--- src/rtl/ppi_pkg.sv ---
// Shared types and encodings for the PPI handshake port.
package ppi_pkg;

    typedef enum logic [2:0] {
        ST_IDLE,
        ST_IN_EMPTY,
        ST_IN_FULL,
        ST_OUT_EMPTY,
        ST_OUT_BUSY
    } ppi_state_e;

    localparam logic MODE_BASIC   = 1'b0;
    localparam logic MODE_STROBED = 1'b1;
    localparam logic DIR_OUT      = 1'b0;
    localparam logic DIR_IN       = 1'b1;

    localparam int SYNC_STAGES = 2;

endpackage

--- src/rtl/ppi_sync2.sv ---
// Two-flop synchroniser for an active-low async handshake pin, with a
// falling-edge pulse derived from the synchronised level.
module ppi_sync2
    import ppi_pkg::*;
(
    input  logic clk_i,
    input  logic rst_i,
    input  logic async_i,
    output logic sync_o,
    output logic fall_o
);

    logic [SYNC_STAGES-1:0] sync_q;
    logic                   prev_q;

    always_ff @(posedge clk_i or posedge rst_i) begin
        if (rst_i) begin
            sync_q <= '1;
            prev_q <= 1'b1;
        end else begin
            sync_q <= {sync_q[SYNC_STAGES-2:0], async_i};
            prev_q <= sync_q[SYNC_STAGES-1];
        end
    end

    assign sync_o = sync_q[SYNC_STAGES-1];
    assign fall_o = prev_q & ~sync_q[SYNC_STAGES-1];

endmodule

--- src/rtl/ppi_handshake_port.sv ---
// 8255-style programmable port with basic I/O and strobed handshake modes.
// Define PPI_PORT_FIFO_EN for a DEPTH-entry input FIFO instead of a single latch.
//
// state        | meaning
// ST_IDLE      | port disabled or basic mode
// ST_IN_EMPTY  | strobed input, buffer empty
// ST_IN_FULL   | strobed input, buffer holds data
// ST_OUT_EMPTY | strobed output, peripheral has taken data
// ST_OUT_BUSY  | strobed output, waiting for ack
module ppi_handshake_port
    import ppi_pkg::*;
#(
    parameter int WIDTH = 8,
    parameter int DEPTH = 4
) (
    input  logic             clk,
    input  logic             reset,
    input  logic             port_en,
    input  logic             mode,
    input  logic             dir,
    input  logic             inte,
    input  logic [WIDTH-1:0] cpu_wdata,
    input  logic             cpu_wr,
    input  logic             cpu_rd,
    output logic [WIDTH-1:0] cpu_rdata,
    input  logic [WIDTH-1:0] port_in,
    output logic [WIDTH-1:0] port_out,
    output logic             port_oe,
    input  logic             stb_n,
    input  logic             ack_n,
    output logic             ibf,
    output logic             obf_n,
    output logic             intr,
    output logic             ovr
);

`ifdef PPI_PORT_FIFO_EN
    localparam int BUF_DEPTH = DEPTH;
`else
    localparam int BUF_DEPTH = 1;
`endif
    localparam int PW = (BUF_DEPTH > 1) ? $clog2(BUF_DEPTH) : 1;
    localparam int CW = $clog2(BUF_DEPTH + 1);
    localparam logic [CW-1:0] FULL_CNT = CW'(BUF_DEPTH);

    if (WIDTH < 1 || WIDTH > 32 || DEPTH < 2 || DEPTH > 16 || (DEPTH & (DEPTH - 1)) != 0) begin : g_bad_param
        $error("ppi_handshake_port: WIDTH or DEPTH out of range");
    end

    function automatic logic [PW-1:0] ptr_inc(input logic [PW-1:0] p);
        return (p == PW'(BUF_DEPTH - 1)) ? '0 : p + 1'b1;
    endfunction

    logic stb_sync, stb_fall, ack_sync, ack_fall;

    ppi_sync2 u_sync_stb (.clk_i(clk), .rst_i(reset), .async_i(stb_n), .sync_o(stb_sync), .fall_o(stb_fall));
    ppi_sync2 u_sync_ack (.clk_i(clk), .rst_i(reset), .async_i(ack_n), .sync_o(ack_sync), .fall_o(ack_fall));

    ppi_state_e       state_q, state_d;
    logic [2:0]       cfg_q;
    logic [WIDTH-1:0] port_out_q, cpu_rdata_q;
    logic             port_oe_q, ibf_q, obf_n_q, intr_q, ovr_q, ack_seen_q;
    logic [WIDTH-1:0] mem_q [BUF_DEPTH];
    logic [PW-1:0]    wr_ptr_q, rd_ptr_q;
    logic [CW-1:0]    cnt_q, cnt_d;
    logic             strobed, flush, in_active, pop, push, overrun;

    assign strobed   = port_en & (mode == MODE_STROBED);
    assign state_d   = !strobed ? ST_IDLE : ((dir == DIR_IN) ? ST_IN_EMPTY : ST_OUT_EMPTY);
    // Any config change (or sitting in IDLE) re-enters the empty state of the new config.
    assign flush     = ({port_en, mode, dir} != cfg_q) || (state_q == ST_IDLE);
    assign in_active = ((state_q == ST_IN_EMPTY) || (state_q == ST_IN_FULL)) && !flush;
    assign pop       = in_active && cpu_rd && (cnt_q != '0);
    assign push      = in_active && stb_fall && ((cnt_q != FULL_CNT) || pop);
    assign overrun   = in_active && stb_fall && !push;

    always_comb begin
        cnt_d = cnt_q;
        if (push && !pop)      cnt_d = cnt_q + 1'b1;
        else if (pop && !push) cnt_d = cnt_q - 1'b1;
    end

    always_ff @(posedge clk) begin
        if (push) mem_q[wr_ptr_q] <= port_in;
    end

    always_ff @(posedge clk or posedge reset) begin
        if (reset) begin
            state_q     <= ST_IDLE;
            cfg_q       <= '0;
            port_out_q  <= '0;
            cpu_rdata_q <= '0;
            port_oe_q   <= 1'b0;
            ibf_q       <= 1'b0;
            obf_n_q     <= 1'b1;
            intr_q      <= 1'b0;
            ovr_q       <= 1'b0;
            ack_seen_q  <= 1'b0;
            wr_ptr_q    <= '0;
            rd_ptr_q    <= '0;
            cnt_q       <= '0;
        end else begin
            cfg_q     <= {port_en, mode, dir};
            port_oe_q <= port_en & (dir == DIR_OUT);
            if (cpu_rd) ovr_q <= 1'b0;

            if (!strobed) begin
                if (cpu_wr) port_out_q <= cpu_wdata;
                if (cpu_rd) cpu_rdata_q <= (dir == DIR_IN) ? port_in : port_out_q;
            end

            if (flush) begin
                state_q    <= state_d;
                ibf_q      <= 1'b0;
                obf_n_q    <= 1'b1;
                intr_q     <= 1'b0;
                ack_seen_q <= 1'b0;
                wr_ptr_q   <= '0;
                rd_ptr_q   <= '0;
                cnt_q      <= '0;
            end else begin
                intr_q <= inte & ((in_active & ibf_q & stb_sync) |
                                  ((state_q == ST_OUT_EMPTY) & obf_n_q & ack_sync & ack_seen_q));
                case (state_q)
                    ST_IN_EMPTY, ST_IN_FULL: begin
                        if (pop) begin
                            cpu_rdata_q <= mem_q[rd_ptr_q];
                            rd_ptr_q    <= ptr_inc(rd_ptr_q);
                        end
                        if (push)    wr_ptr_q <= ptr_inc(wr_ptr_q);
                        if (overrun) ovr_q    <= 1'b1;
                        cnt_q   <= cnt_d;
                        ibf_q   <= (cnt_d != '0);
                        state_q <= (cnt_d != '0) ? ST_IN_FULL : ST_IN_EMPTY;
                    end
                    ST_OUT_EMPTY, ST_OUT_BUSY: begin
                        if (cpu_rd) cpu_rdata_q <= port_out_q;
                        if (cpu_wr) begin
                            port_out_q <= cpu_wdata;
                            obf_n_q    <= 1'b0;
                            ack_seen_q <= 1'b0;
                            state_q    <= ST_OUT_BUSY;
                        end else if (ack_fall && state_q == ST_OUT_BUSY) begin
                            obf_n_q    <= 1'b1;
                            ack_seen_q <= 1'b1;
                            state_q    <= ST_OUT_EMPTY;
                        end
                    end
                    default: ;
                endcase
            end
        end
    end

    assign port_out  = port_out_q;
    assign port_oe   = port_oe_q;
    assign cpu_rdata = cpu_rdata_q;
    assign ibf       = ibf_q;
    assign obf_n     = obf_n_q;
    assign intr      = intr_q;
    assign ovr       = ovr_q;

endmodule

--- config.mk ---
export PLATFORM = sky130hd
export DESIGN_NAME = ppi_handshake_port
export DESIGN_NICKNAME = d
export VERILOG_FILES = /design/src/rtl/ppi_pkg.sv /design/src/rtl/ppi_sync2.sv /design/src/rtl/ppi_handshake_port.sv
export SDC_FILE = /design/constraint.sdc
export NUM_CORES = 1
export LEC_CHECK = 0
export CAP_MARGIN = 5
export CORE_MARGIN = 5
export CORE_UTILIZATION = 53
export CTS_CLUSTER_SIZE = 25
export DETAILED_ROUTE_END_ITERATION = 16
export PLACE_DENSITY = 0.86
export SYNTH_ARGS = -nofsm -noshare
export SYNTH_HDL_FRONTEND = slang
export SYNTH_SLANG_ARGS = --single-unit
--- constraint.sdc ---
create_clock -name clk -period 6.6 [get_ports clk]
set_input_delay 1.32 -clock clk [delete_from_list [all_inputs] [get_ports clk]]
set_output_delay 1.32 -clock clk [all_outputs]
set_load 0.01 [all_outputs]
# ---- Yosys cells after proc, flatten, opt, wreduce, memory -nomap -nowiden
# Memories as Yosys holds them, arrays and structs flattened.
# Index checks and enable logic that the tools add are counted.
dict set report totals {
  regBits 34
  latch_bits 0
  mem_bits_rw 8
  romBits 0
  word_cells 97
  mem_count 1
}
# name depth width rd rd_ports_with_merged_regs write_ports line_no
set memory_table {}
lappend memory_table {mem_q 1 8 1 0 1 ppi_handshake_port.sv:63} ;# logic [WIDTH-1:0] mem_q [BUF_DEPTH];
dict set report op_classes {
  add_sub_neg 2
  mul 0
  div 0
  n_lt_le_gt_ge 0
  n_eq_ne 6
  shift 0
  mux 35
  n_bitwise 15
  reduce_logical 24
}
# operator n
set ops {}
lappend ops {{$mux W8} 11}
lappend ops {{$mux W1} 16}
lappend ops {{$pmux W8 S2} 1}
lappend ops {{$and A1 B1 Y1} 10}
lappend ops {{$logic_and A1 B1 Y1} 9}
lappend ops {{$mux W3} 3}
lappend ops {{$eq A3 B2 Y1 const B} 2}
lappend ops {{$mux W2} 3}
lappend ops {{$pmux W3 S2} 1}
lappend ops {{$reduce_bool A3 Y1} 2}
lappend ops {{$ne A4 B4 Y1 const B} 1}
lappend ops {{$not A1 Y1} 4}
lappend ops {{$reduce_and A2 Y1} 2}
lappend ops {{$reduce_bool A2 Y1} 2}
lappend ops {{$reduce_or A2 Y1} 2}
lappend ops {{$eq A3 B1 Y1 const B} 1}
lappend ops {{$eq A3 B3 Y1 const B} 1}
lappend ops {{$logic_not A1 Y1} 3}
lappend ops {{$logic_not A3 Y1} 1}
lappend ops {{$logic_or A1 B1 Y1} 3}
lappend ops {{$ne A3 B3 Y1} 1}
lappend ops {{$add A1 B1 Y1 const B} 1}
lappend ops {{$or A1 B1 Y1} 1}
lappend ops {{$sub A1 B1 Y1 const B} 1}

# ---- Depth between registers and ports, before layout
dict set report depth {
  ltp_word 15
  ltp_mapped 7
  depth_no_buf 5
}

# ---- Hierarchy
# From an unflattened synthesis, not the netlist that was laid out.
dict set report unflattened {
  cells_unflattened 186
  area_unflattened_um2 2152.1
}
# module n_inst cells_each area_each_um2 seq_area_each_um2
set by_module_without_submodules {}
lappend by_module_without_submodules {ppi_handshake_port 1 176 1959.4 942.2}
lappend by_module_without_submodules {ppi_sync2 2 5 96.3 78.8}

# ---- Worst setup path after synthesis
# Ideal clock, no wire load.
dict set report synth_timing {
  path_type {in2reg}
  start {in port_en}
  end {mem mem_q[0][0], enable pin}
  setup_time_ns 0.385
  arrival_time_ns 2.540
  required_ns 6.215
  path_slack_ns 3.675
  stages 4
  n_path_buf 0
  cell_sequence {xnor2_1 > nand3_2 > and2b_1 > a21boi_0}
}
dict set report synth_via {
  elab_chain_len 10
  word_cells_on_any_way 11
  classes_between {eq/ne (1); mux (2); reduce/logical (8)}
}
# item line_no
set synth_lines {}
lappend synth_lines {{start, declared} ppi_handshake_port.sv:18} ;# input logic port_en,
lappend synth_lines {{$ne A3 B3 Y1 *} ppi_handshake_port.sv:71} ;# assign flush = ({port_en, mode, dir} != cfg_q) || (state_q == ST_IDLE);
lappend synth_lines {{$logic_or A1 B1 Y1 *} ppi_handshake_port.sv:71}
lappend synth_lines {{$logic_not A1 Y1 *} ppi_handshake_port.sv:72} ;# assign in_active = ((state_q == ST_IN_EMPTY) || (state_q == ST_IN_FULL)) && !flush;
lappend synth_lines {{$logic_and A1 B1 Y1 *} ppi_handshake_port.sv:72}
lappend synth_lines {{$logic_and A1 B1 Y1 (2 in series)} ppi_handshake_port.sv:73} ;# assign pop = in_active && cpu_rd && (cnt_q != '0);
lappend synth_lines {{$logic_or A1 B1 Y1} ppi_handshake_port.sv:74} ;# assign push = in_active && stb_fall && ((cnt_q != FULL_CNT) || pop);
lappend synth_lines {{$logic_and A1 B1 Y1 *} ppi_handshake_port.sv:74}
lappend synth_lines {{via push} ppi_handshake_port.sv:66} ;# logic strobed, flush, in_active, pop, push, overrun;
lappend synth_lines {{$mux W1 *} ppi_handshake_port.sv:84} ;# if (push) mem_q[wr_ptr_q] <= port_in;
lappend synth_lines {{$mux W1 (not written as such) *} ppi_handshake_port.sv:84}
lappend synth_lines {{end, declared} ppi_handshake_port.sv:63}
# The timed path passes the listed nets; every way through them passes the cells marked *.

# ---- Final worst setup path
dict set report layout_timing {
  start {in dir}
  end {mem mem_q[0][3], enable pin}
}
dict set report layout_via {
  elab_chain_len 10
  word_cells_on_any_way 11
  classes_between {eq/ne (1); mux (2); reduce/logical (8)}
}
# item line_no
set layout_lines {}
lappend layout_lines {{start, declared} ppi_handshake_port.sv:20} ;# input logic dir,
lappend layout_lines {{$ne A3 B3 Y1 *} ppi_handshake_port.sv:71}
lappend layout_lines {{$logic_or A1 B1 Y1 *} ppi_handshake_port.sv:71}
lappend layout_lines {{$logic_not A1 Y1 *} ppi_handshake_port.sv:72}
lappend layout_lines {{$logic_and A1 B1 Y1 *} ppi_handshake_port.sv:72}
lappend layout_lines {{$logic_and A1 B1 Y1 (2 in series)} ppi_handshake_port.sv:73}
lappend layout_lines {{$logic_or A1 B1 Y1} ppi_handshake_port.sv:74}
lappend layout_lines {{$logic_and A1 B1 Y1 *} ppi_handshake_port.sv:74}
lappend layout_lines {{via push} ppi_handshake_port.sv:66}
lappend layout_lines {{$mux W1 *} ppi_handshake_port.sv:84}
lappend layout_lines {{$mux W1 (not written as such) *} ppi_handshake_port.sv:84}
# Marked as above.

==> metrics.yaml <==
status: "completed"
ios: 47
htreeDepth: 2
cts_tree: "built"
startpoint: "dir"
hp-class: "reg -> reg"
numCtsBuffers: 5
yosysWarnings: 0
synth_largest_area_cell: "dfrtp_1"
grt_max_degree: 22
core_um2: 3660
path_class: "in -> reg"
clk_latency_ns: 0.29
yosysTopAreaCellShare_pct: 33.7
cpPeakStageDelay_ns: 0.91
drt_iter0_drc: 160
cap_violations: 0
synthesis.area_um2: 2000
cp.required_ns: 6.51
tightest_slew_ns: 1.16
slew_headroom_pct: 22.0
worst-path-max-fanout: 17
async_flop_share_pct: 81.0
synth_edf_count: 8
synth_most_common_cell: "dfrtp_1"
skew_ns: 0.00737
clk_path_buf_depth: 2
yosysSeqAreaShare_pct: 54.9
max_freq_ghz: 0.245
worstPathArrival_ns: 4.00
synth_area_per_cell_um2: 10.9
crit_end: "mem_q[0][3]"
clkTransAtPathRegs_ns: 0.07
die_area_um2: 5110
num_vias: 1525
slowest_stage: "a21boi_0"
routabilityCongestion: 0.848
setup_viol: 0
n_fill_cell: 268
first_pass_iters: 4
final_nets: 253
r2r-end: "mem_q[0][3]"
start_kind: "input pin"
cts_hold_buf: 0
drive_gt1_share_pct: 13.2
die_w_um: 71.5
via_per_inst: 5.53
place_hpwl_mm: 3.26
cts.sinks: 42
yosysUniqueCellTypes: 37
power_density_nw_per_um2: 233
synth_nets: 209
area.growth.synth_to_final_pct: 28.8
cp-end-kind: "flop"
ys_seq_elements: 42
wire_per_inst_um: 16.0
cts_root_buf: "clkbuf_8"
start_util_pct: 54.7
total_power_uw: 600
synth_area_leaders: "dfrtp_1 34%, edfxtp_1 12%, dfstp_2 9.2%, mux2i_1 8.0%, mux2_2 4.5%"
overflow: 0
cp_cell_sequence: "clkdlybuf4s50_1 > xnor2_1 > nand3_2 > and2b_1 > a21boi_0"
row_count: 22
rsz0062_at_grt: "no"
insertedDiodeCount: 0
io_buffers: 46
period_share_pct: 61.9
antenna_found_initial: 0
cts.repair_timing.setup_buffer_count: 0
leakage_uw: 0.00102
netlist_instances: 183
r2r_start: "state_q[0]"
ctsResizeCount: 0
die_h_um: 71.5
grt_usage_pct: 18.4
grt_pass1_vias: 1504
grt_pass1_wl_mm: 7.32
wl_mm: 4.42
setup_tns_ns: 0
vdd_drop_max_uv: 166
fin_crit_ns: 4.09
r2r_cells: 4
slew_violations: 0
drtAntennaViolNets: 0
yosys-top-cells-count: "27 x dfrtp_1, 19 x nor2_1, 16 x a21oi_1, 16 x mux2i_1, 13 x nand2_1"
ys.flop_type: "dfrtp_1"
holdWs_ns: 0.359
hold_violations: 0
rrSetupSlack_ns: 4.00
drc: 0
-- flip-flops by register name, summed over array words and instances, names as in the netlist, 2 cells and up --
register	count
port_out	8
cpu_rdata	8
u_sync_stb.sync_q	2
u_sync_ack.sync_q	2
cfg_q	3
mem_q	8
state_q	3
-- power breakdown --
group	total, uW	leakage, uW	switching (uW)	internal (uW)
registers	303	0.000473	18.5	285
logic	115	0.000491	50.0	64.6
clock network	183	0.0000561	86.5	96.1
-- routing by layer --
| layer | GRT usage, % | routed length (um) |
|---|---|---|
| met1 | 24.9 | 1910 |
| met2 | 27.6 | 2150 |
| met3 | 5.89 | 285 |
| met4 | 7.10 | 72 |
| met5 | 0 | 0 |
-- worst min-delay path by stage --
stage          slack (ns)                   end                  from  cells past startpoint
2_1_floorplan        0.35  u_sync_ack.sync_q[1]  u_sync_ack.sync_q[0]                      0
3_3_place_gp         0.35  u_sync_ack.sync_q[1]  u_sync_ack.sync_q[0]                      0
3_5_place_dp         0.35  u_sync_ack.sync_q[1]  u_sync_ack.sync_q[0]                      0
4_1_cts              0.36  u_sync_ack.sync_q[1]  u_sync_ack.sync_q[0]                      0
5_1_grt              0.37  u_sync_ack.sync_q[1]  u_sync_ack.sync_q[0]                      0
6_report             0.36  u_sync_ack.sync_q[1]  u_sync_ack.sync_q[0]                      0
-- critical path, delay by kind of cell --
family | cells | cell delay, ns
simple gates | 2 | 0.66
buf+inv | 1 | 0.89
compound gates | 1 | 0.91
xor+xnor | 1 | 0.21
-- final cells by class --
| cell class | instances | area (um^2) | share of cell area [%] |
|---|---|---|---|
| clock buffers | 6 | 93.8 | 3.64 |
| multi-input cells | 127 | 833 | 32.3 |
| repair buffers | 47 | 468 | 18.1 |
| clock inverters | 2 | 10.0 | 0.388 |
| well taps | 48 | 60.1 | 2.33 |
| inverters | 4 | 15.0 | 0.582 |
| flip-flops and latches | 42 | 1100 | 42.6 |
-- logic make-up (layout without fill, tap and decap cells) --
group / after synthesis / in the layout / synth area share, %
AND/OR/NAND/NOR: 55 / 55 / 14.1
AO/OA/AOI/OAI: 44 / 44 / 13.3
flip-flops: 42 / 42 / 54.9
multiplexers: 24 / 24 / 12.5
buffers and inverters: 14 / 59 / 3.50
XOR/XNOR: 4 / 4 / 1.75
-- cell usage in the layout (no fill, tap or decap), types with 4 or more instances in the layout --
master	instances
xnor2_1	4
mux2_2	8
clkbuf_8	5
nor2_1	19
nand2_1	13
nor2b_1	4
nor3_1	4
mux2i_1	16
o22ai_1	10
dfstp_2	7
clkdlybuf4s50_1	46
inv_1	4
edfxtp_1	8
o21ai_0	12
dfrtp_1	27
a21oi_1	16
-- through the flow --
step | std cells | worst slack, ns | instance area, um^2 | utilization (%)
after floorplan | 183 | 3.67 | 2000 | -
after global placement | 268 | 2.34 | 2480 | 67.6
after detailed placement | 268 | 2.25 | 2480 | 67.6
after CTS | 276 | 2.55 | 2580 | 70.5
after global routing | 276 | 2.36 | 2580 | 70.5
final | 276 | 2.51 | 2580 | 70.5
Power figures use the tool's default switching activity.
==> RTL change 1, RTL diff (same flow settings) <==
The 5 states of `ppi_state_e` get a one-hot encoding in 5 bits.
--- a/src/rtl/ppi_pkg.sv
+++ b/src/rtl/ppi_pkg.sv
@@ -3,8 +3,8 @@
 
-    typedef enum logic [2:0] {
-        ST_IDLE,
-        ST_IN_EMPTY,
-        ST_IN_FULL,
-        ST_OUT_EMPTY,
-        ST_OUT_BUSY
+    typedef enum logic [4:0] {
+        ST_IDLE      = 5'b00001,
+        ST_IN_EMPTY  = 5'b00010,
+        ST_IN_FULL   = 5'b00100,
+        ST_OUT_EMPTY = 5'b01000,
+        ST_OUT_BUSY  = 5'b10000
     } ppi_state_e;
Check against the original RTL: same outputs for any inputs over 10 cycles, from zero or initial values and one cycle with reset high; not proved beyond that.
==> RTL change 1 against the unedited design <==
  * Combinational power is 7% higher
  * Clock skew is 0.0040 ns lower
  * Register-to-register slack lost 0.59 ns
  * First-iteration DRC count increased by 3.8%
  * Critical endpoint is now mem_q[0][7]
  * Area after synthesis rose by 9.6%
  * Count of clock-buffer cells in the layout up 1
  * Total power rose by 0.42%
  * Utilization down 1.8 points
  * Routed wire length increased by 21%
  * Worst setup slack got worse by 0.70 ns
  * Critical path depth unchanged
  * Global-route usage increased by 2.9 points
  * Sequential cell count rose by 2
  * Cell area increased by 6.5%
==> RTL change 1: results (changes against the unedited design) <==
| Metric | Value |
|---|---|
| Met3 GRT Util | `4.32% (-1.6 points)` |
| Max IR drop VDD | `121 uV (-27%)` |
| Switching part of the total | `27.5% (+1.7 points)` |
| Hold Fails Final Rpt | `0 (unchanged)` |
| Pre-antenna DRT Iters | `4 (unchanged)` |
| Compound-cell area share of the yosys netlist | `15.4% (+2.1 points)` |
| Clock Power | `0.161 mW (-12%)` |
| Max Buffers Root-to-Sink | `2 (unchanged)` |
| Commonest cells post-synth | `28 x dfrtp_1, 18 x nand3_1, 17 x mux2i_1` |
| Metal3 WL | `305 um (+7.0%)` |
| Status | `finished clean` |
| WL/cell | `18.1 um (+13%)` |
| Post-CTS resize count | `0 (unchanged)` |
| Share of cells above drive strength 1 | `8.98% (-4.2 points)` |
| Inserted Clock Buffers | `5 (unchanged)` |
| Synth Warn # | `0 (unchanged)` |
| Dpl hpwl | `3750 um (+15%)` |
| Post-CTS Setup Repair Bufs | `0 (unchanged)` |
| NetSw | `0.166 mW (+6.9%)` |
| # H-tree levels | `2 (unchanged)` |
| Tot GR Track Use | `21.3% (+2.9 points)` |
| Clock skew | `0.00338 ns (-0.00399 ns)` |
| Synth async-reset ratio | `81.8% (+0.87 points)` |
| Clock transition at the registers of the reported paths | `roughly 0.080 ns` |
| Initial DRC count | `166 (+3.8%)` |
| Post-layout net count | `270 (+6.7%)` |
| Met1 wire length | `2370 um (+24%)` |
| Delay-heaviest family, CP | `simple AND/OR/NAND/NOR gates` |
| Worst Path Arrival | `4.70 ns (+0.70 ns)` |
| CP max stage delay | `1.03 ns (+0.12 ns)` |
| Reg-to-reg slack, setup | `3.41 ns (-0.59 ns)` |
| Seq/Total Area, Yosys | `52.5% (-2.5 points)` |
| First-pass GRT wire length | `8860 um (+21%)` |
| GRT met2 Usage | `34.0% (+6.4 points)` |
| Port Buffer Count | `46 (unchanged)` |
| Vias | `1776 (+16%)` |
| Reg2reg start | `cfg_q[0]` |
| Max layer used | `met4` |
| Initial antenna violation count | `0 (unchanged)` |
| Count of unique library cells instantiated by Yosys | `39 (+5.4%)` |
| P_seq | `0.318 mW (+5%)` |
| Post-synthesis xor/xnor area fraction | `2.00% (+0.25 points)` |
| FILL cells | `320 (+19%)` |
| CP max stage cell | `nor3_1` |
| Critical Path Fanout Max | `21 (+4)` |
| R2R cell count | `4 (unchanged)` |
| Vias in the first global route | `1742 (+16%)` |
| R2R Path End | `mem_q[0][7]` |
| DR WL met2 | `2560 um (+19%)` |
| Leading cell types by total area after synthesis | `dfrtp_1 32%, edfxtp_1 11%, dfstp_2 9.6%` |
| GPL Wtd Cong | `0.789 (-6.9%)` |
| Slew @ Worst Pin | `1.15 ns (-0.00708 ns)` |
| Grt met1 use | `29.0% (+4.1 points)` |
| Post-Syn Nets | `227 (+8.6%)` |
| Mux cell area share after synthesis | `8.27% (-4.2 points)` |
| Synth Area in Adders | `0% (unchanged)` |
| Largest net degree at the start of global routing | `37 (+68%)` |
| Pleak | `1.05 nW (+3.1%)` |
[RTL change 1: worst max-delay path by stage]
stage / from / to / depth (start not counted)
after floorplan: mode / mem_q[0][0] / 4
after global placement: dir / mem_q[0][3] / 5
after detailed placement: dir / mem_q[0][3] / 5
after CTS: dir / mem_q[0][7] / 5
after global routing: dir / mem_q[0][4] / 5
final: dir / mem_q[0][7] / 5
[RTL change 1: metrics by stage]
step | hold slack (ns) | setup slack (ns) | instances | area, um^2
final | 0.360 | 1.82 | 295 | 2750
after global routing | 0.357 | 1.62 | 295 | 2750
after CTS | 0.360 | 1.87 | 295 | 2750
after detailed placement | 0.348 | 1.59 | 287 | 2670
after global placement | 0.347 | 1.76 | 287 | 2670
after floorplan | 0.345 | 3.68 | 201 | 2190
[RTL change 1: area by class of cell]
cell class              count  share of cell area, %
flip-flops and latches     44                   41.9
multi-input cells         145                   35.8
repair buffers             47                   17.0
clock buffers               7                   2.78
well taps                  50                   2.28
clock inverters             1                  0.137
inverters                   1                  0.137
==> RTL change 2, RTL diff (same flow settings) <==
Without the edit above. Add a define of `PPI_PORT_FIFO_EN`.
--- a/src/rtl/ppi_handshake_port.sv
+++ b/src/rtl/ppi_handshake_port.sv
@@ -9,2 +9,4 @@
 // ST_OUT_BUSY  | strobed output, waiting for ack
+`define PPI_PORT_FIFO_EN
+
 module ppi_handshake_port
Check against the original RTL: not equivalent (Yosys sat finds a counterexample within 10 cycles, from zero or initial values and one cycle with reset high).
==> RTL change 2 against the unedited design <==
  * Total power is 72% higher
  * Worst setup slack gained 0.21 ns
  * Critical endpoint is now state_q[0]
  * Worst hold slack worse by 0.0032 ns
  * Sequential power is 71% higher
  * Global-route usage up 0.95 points
  * Routed wire length grew 76%
  * Highest routed layer unchanged
  * Cell area increased by 64%
  * Sequential cell count is 31 higher
  * Synthesized cell count is 52% higher
  * Clock skew fell by 0.0011 ns
  * Via count rose by 64%
  * Area after synthesis up 75%
  * Combinational power rose by 23%
  * First-iteration DRC count rose by 1.3%
==> RTL change 2: results (changes against the unedited design) <==
| Metric | Value |
|---|---|
| Worst-Skew Late Latency | `0.34 ns (+0.05 ns)` |
| First-pass GRT wire length | `12700 um (+73%)` |
| Tot GR Track Use | `19.4% (+0.95 points)` |
| Reg-to-reg slack, setup | `4.24 ns (+0.24 ns)` |
| R2R Path End | `mem_q[3][5]` |
| Clock skew | `0.00624 ns (-0.00112 ns)` |
| CP max stage delay | `0.80 ns (-0.11 ns)` |
| Largest net degree at the start of global routing | `42 (+91%)` |
| R2R cell count | `4 (unchanged)` |
| HP Start | `u_sync_ack.sync_q[0]` |
| Dpl hpwl | `5480 um (+68%)` |
| Rel. slew slack | `29.8% (+7.8 points)` |
| Pre-antenna DRT Iters | `5 (+1)` |
| HP Class | `reg2reg` |
| Seq/Total Area, Yosys | `56.9% (+2.0 points)` |
| GPL Wtd Cong | `0.849 (+0.14%)` |
| Max reg flops | `32` |
| Leading cell types by total area after synthesis | `edfxtp_1 27%, dfrtp_1 24%, mux2i_1 5.4%` |
| Synth async-reset ratio | `56.2% (-25 points)` |
| Largest Register | `mem_q` |
| CP max stage cell | `clkdlybuf4s50_1` |
| Vias in the first global route | `2571 (+71%)` |
| Post-synth EDFFs | `32 (+24)` |
| Post-Syn Nets | `312 (+49%)` |
| Pleak | `1.60 nW (+57%)` |
| Max IR drop VDD | `145 uV (-13%)` |
| FILL cells | `456 (+70%)` |
| Initial antenna violation count | `0 (unchanged)` |
| Reg2reg start | `u_sync_stb.prev_q` |
| Post-layout net count | `360 (+42%)` |
| Critical Path Fanout Max | `13 (-4)` |
| Commonest cells post-synth | `34 x dfrtp_1, 32 x edfxtp_1, 21 x nand2_1` |
| Vias | `2508 (+64%)` |
| Status | `finished clean` |
| Top_reg_cell synth | `dfrtp_1` |
| Share of cells above drive strength 1 | `14.8% (+1.6 points)` |
| Initial DRC count | `162 (+1.3%)` |
| Port Buffer Count | `46 (unchanged)` |
| WL/cell | `19.0 um (+19%)` |
| Delay-heaviest family, CP | `simple AND/OR/NAND/NOR gates` |
| Root Buffer | `clkbuf_8` |
| Inserted Clock Buffers | `9 (+4)` |
| Worst Path Arrival | `4.15 ns (+0.15 ns)` |
| Count of unique library cells instantiated by Yosys | `51 (+38%)` |
| # H-tree levels | `3 (+1)` |
## RTL change 2: layer usage
metal | track usage [%] | share of wire (%) | vias to the layer above
met1 | 24.9 | 40 | 1241
met5 | 0 | 0 | -
met2 | 31.1 | 50 | 110
li1 | - | - | 1138
met3 | 3.97 | 7.4 | 19
met4 | 9.78 | 2.6 | 0
## RTL change 2: worst max path at each step
stage               slack [ns]          end  startpoint  cells past startpoint
finish                    2.73   state_q[0]         dir                      7
global route              2.58   state_q[0]         dir                      7
CTS                       2.80   state_q[0]         dir                      7
detailed placement        2.49   state_q[0]         dir                      7
global placement          2.55   state_q[0]         dir                      7
floorplan                 3.87  mem_q[3][0]         dir                      4
## RTL change 2: power breakdown
group	switching [mW]	internal, mW
Combinational	0.0673	0.0750
Sequential	0.0219	0.497
Clock	0.160	0.212
## RTL change 2: stage by stage
step                      worst slack, ns  hold slack (ns)  utilization (%)  instance area, um^2  std cells
after floorplan                      3.87            0.345                -                 3510        278
after global placement               2.55            0.346             63.1                 4030        392
after detailed placement             2.49            0.347             63.1                 4030        392
after CTS                            2.80            0.358             66.4                 4240        408
after global routing                 2.58            0.366             66.4                 4240        408
final                                2.73            0.356             66.4                 4240        408
## RTL change 2: cell families (layout without fill, tap and decap cells)
kind of cell | count (synthesis) | in the layout | share of synthesized area [%]
DFF | 73 | 73 | 56.9
muxes | 35 | 35 | 13.1
adders and majority gates | 8 | 8 | 2.85
buffers and inverters | 19 | 72 | 2.35
AOI/OAI and AO/OA | 57 | 57 | 11.1
and+or+nand+nor | 79 | 79 | 11.9
xor gates and xnor gates | 7 | 7 | 1.75
## RTL change 2: final cells by class
type | instances | area, um^2 | area share, %
clock buffers | 10 | 128 | 3.01
clock inverters | 6 | 83.8 | 1.98
inverters | 8 | 30.0 | 0.708
multi-input cells | 186 | 1430 | 33.8
flip-flops and latches | 73 | 2000 | 47.1
well taps | 77 | 96.3 | 2.27
repair buffers | 48 | 475 | 11.2
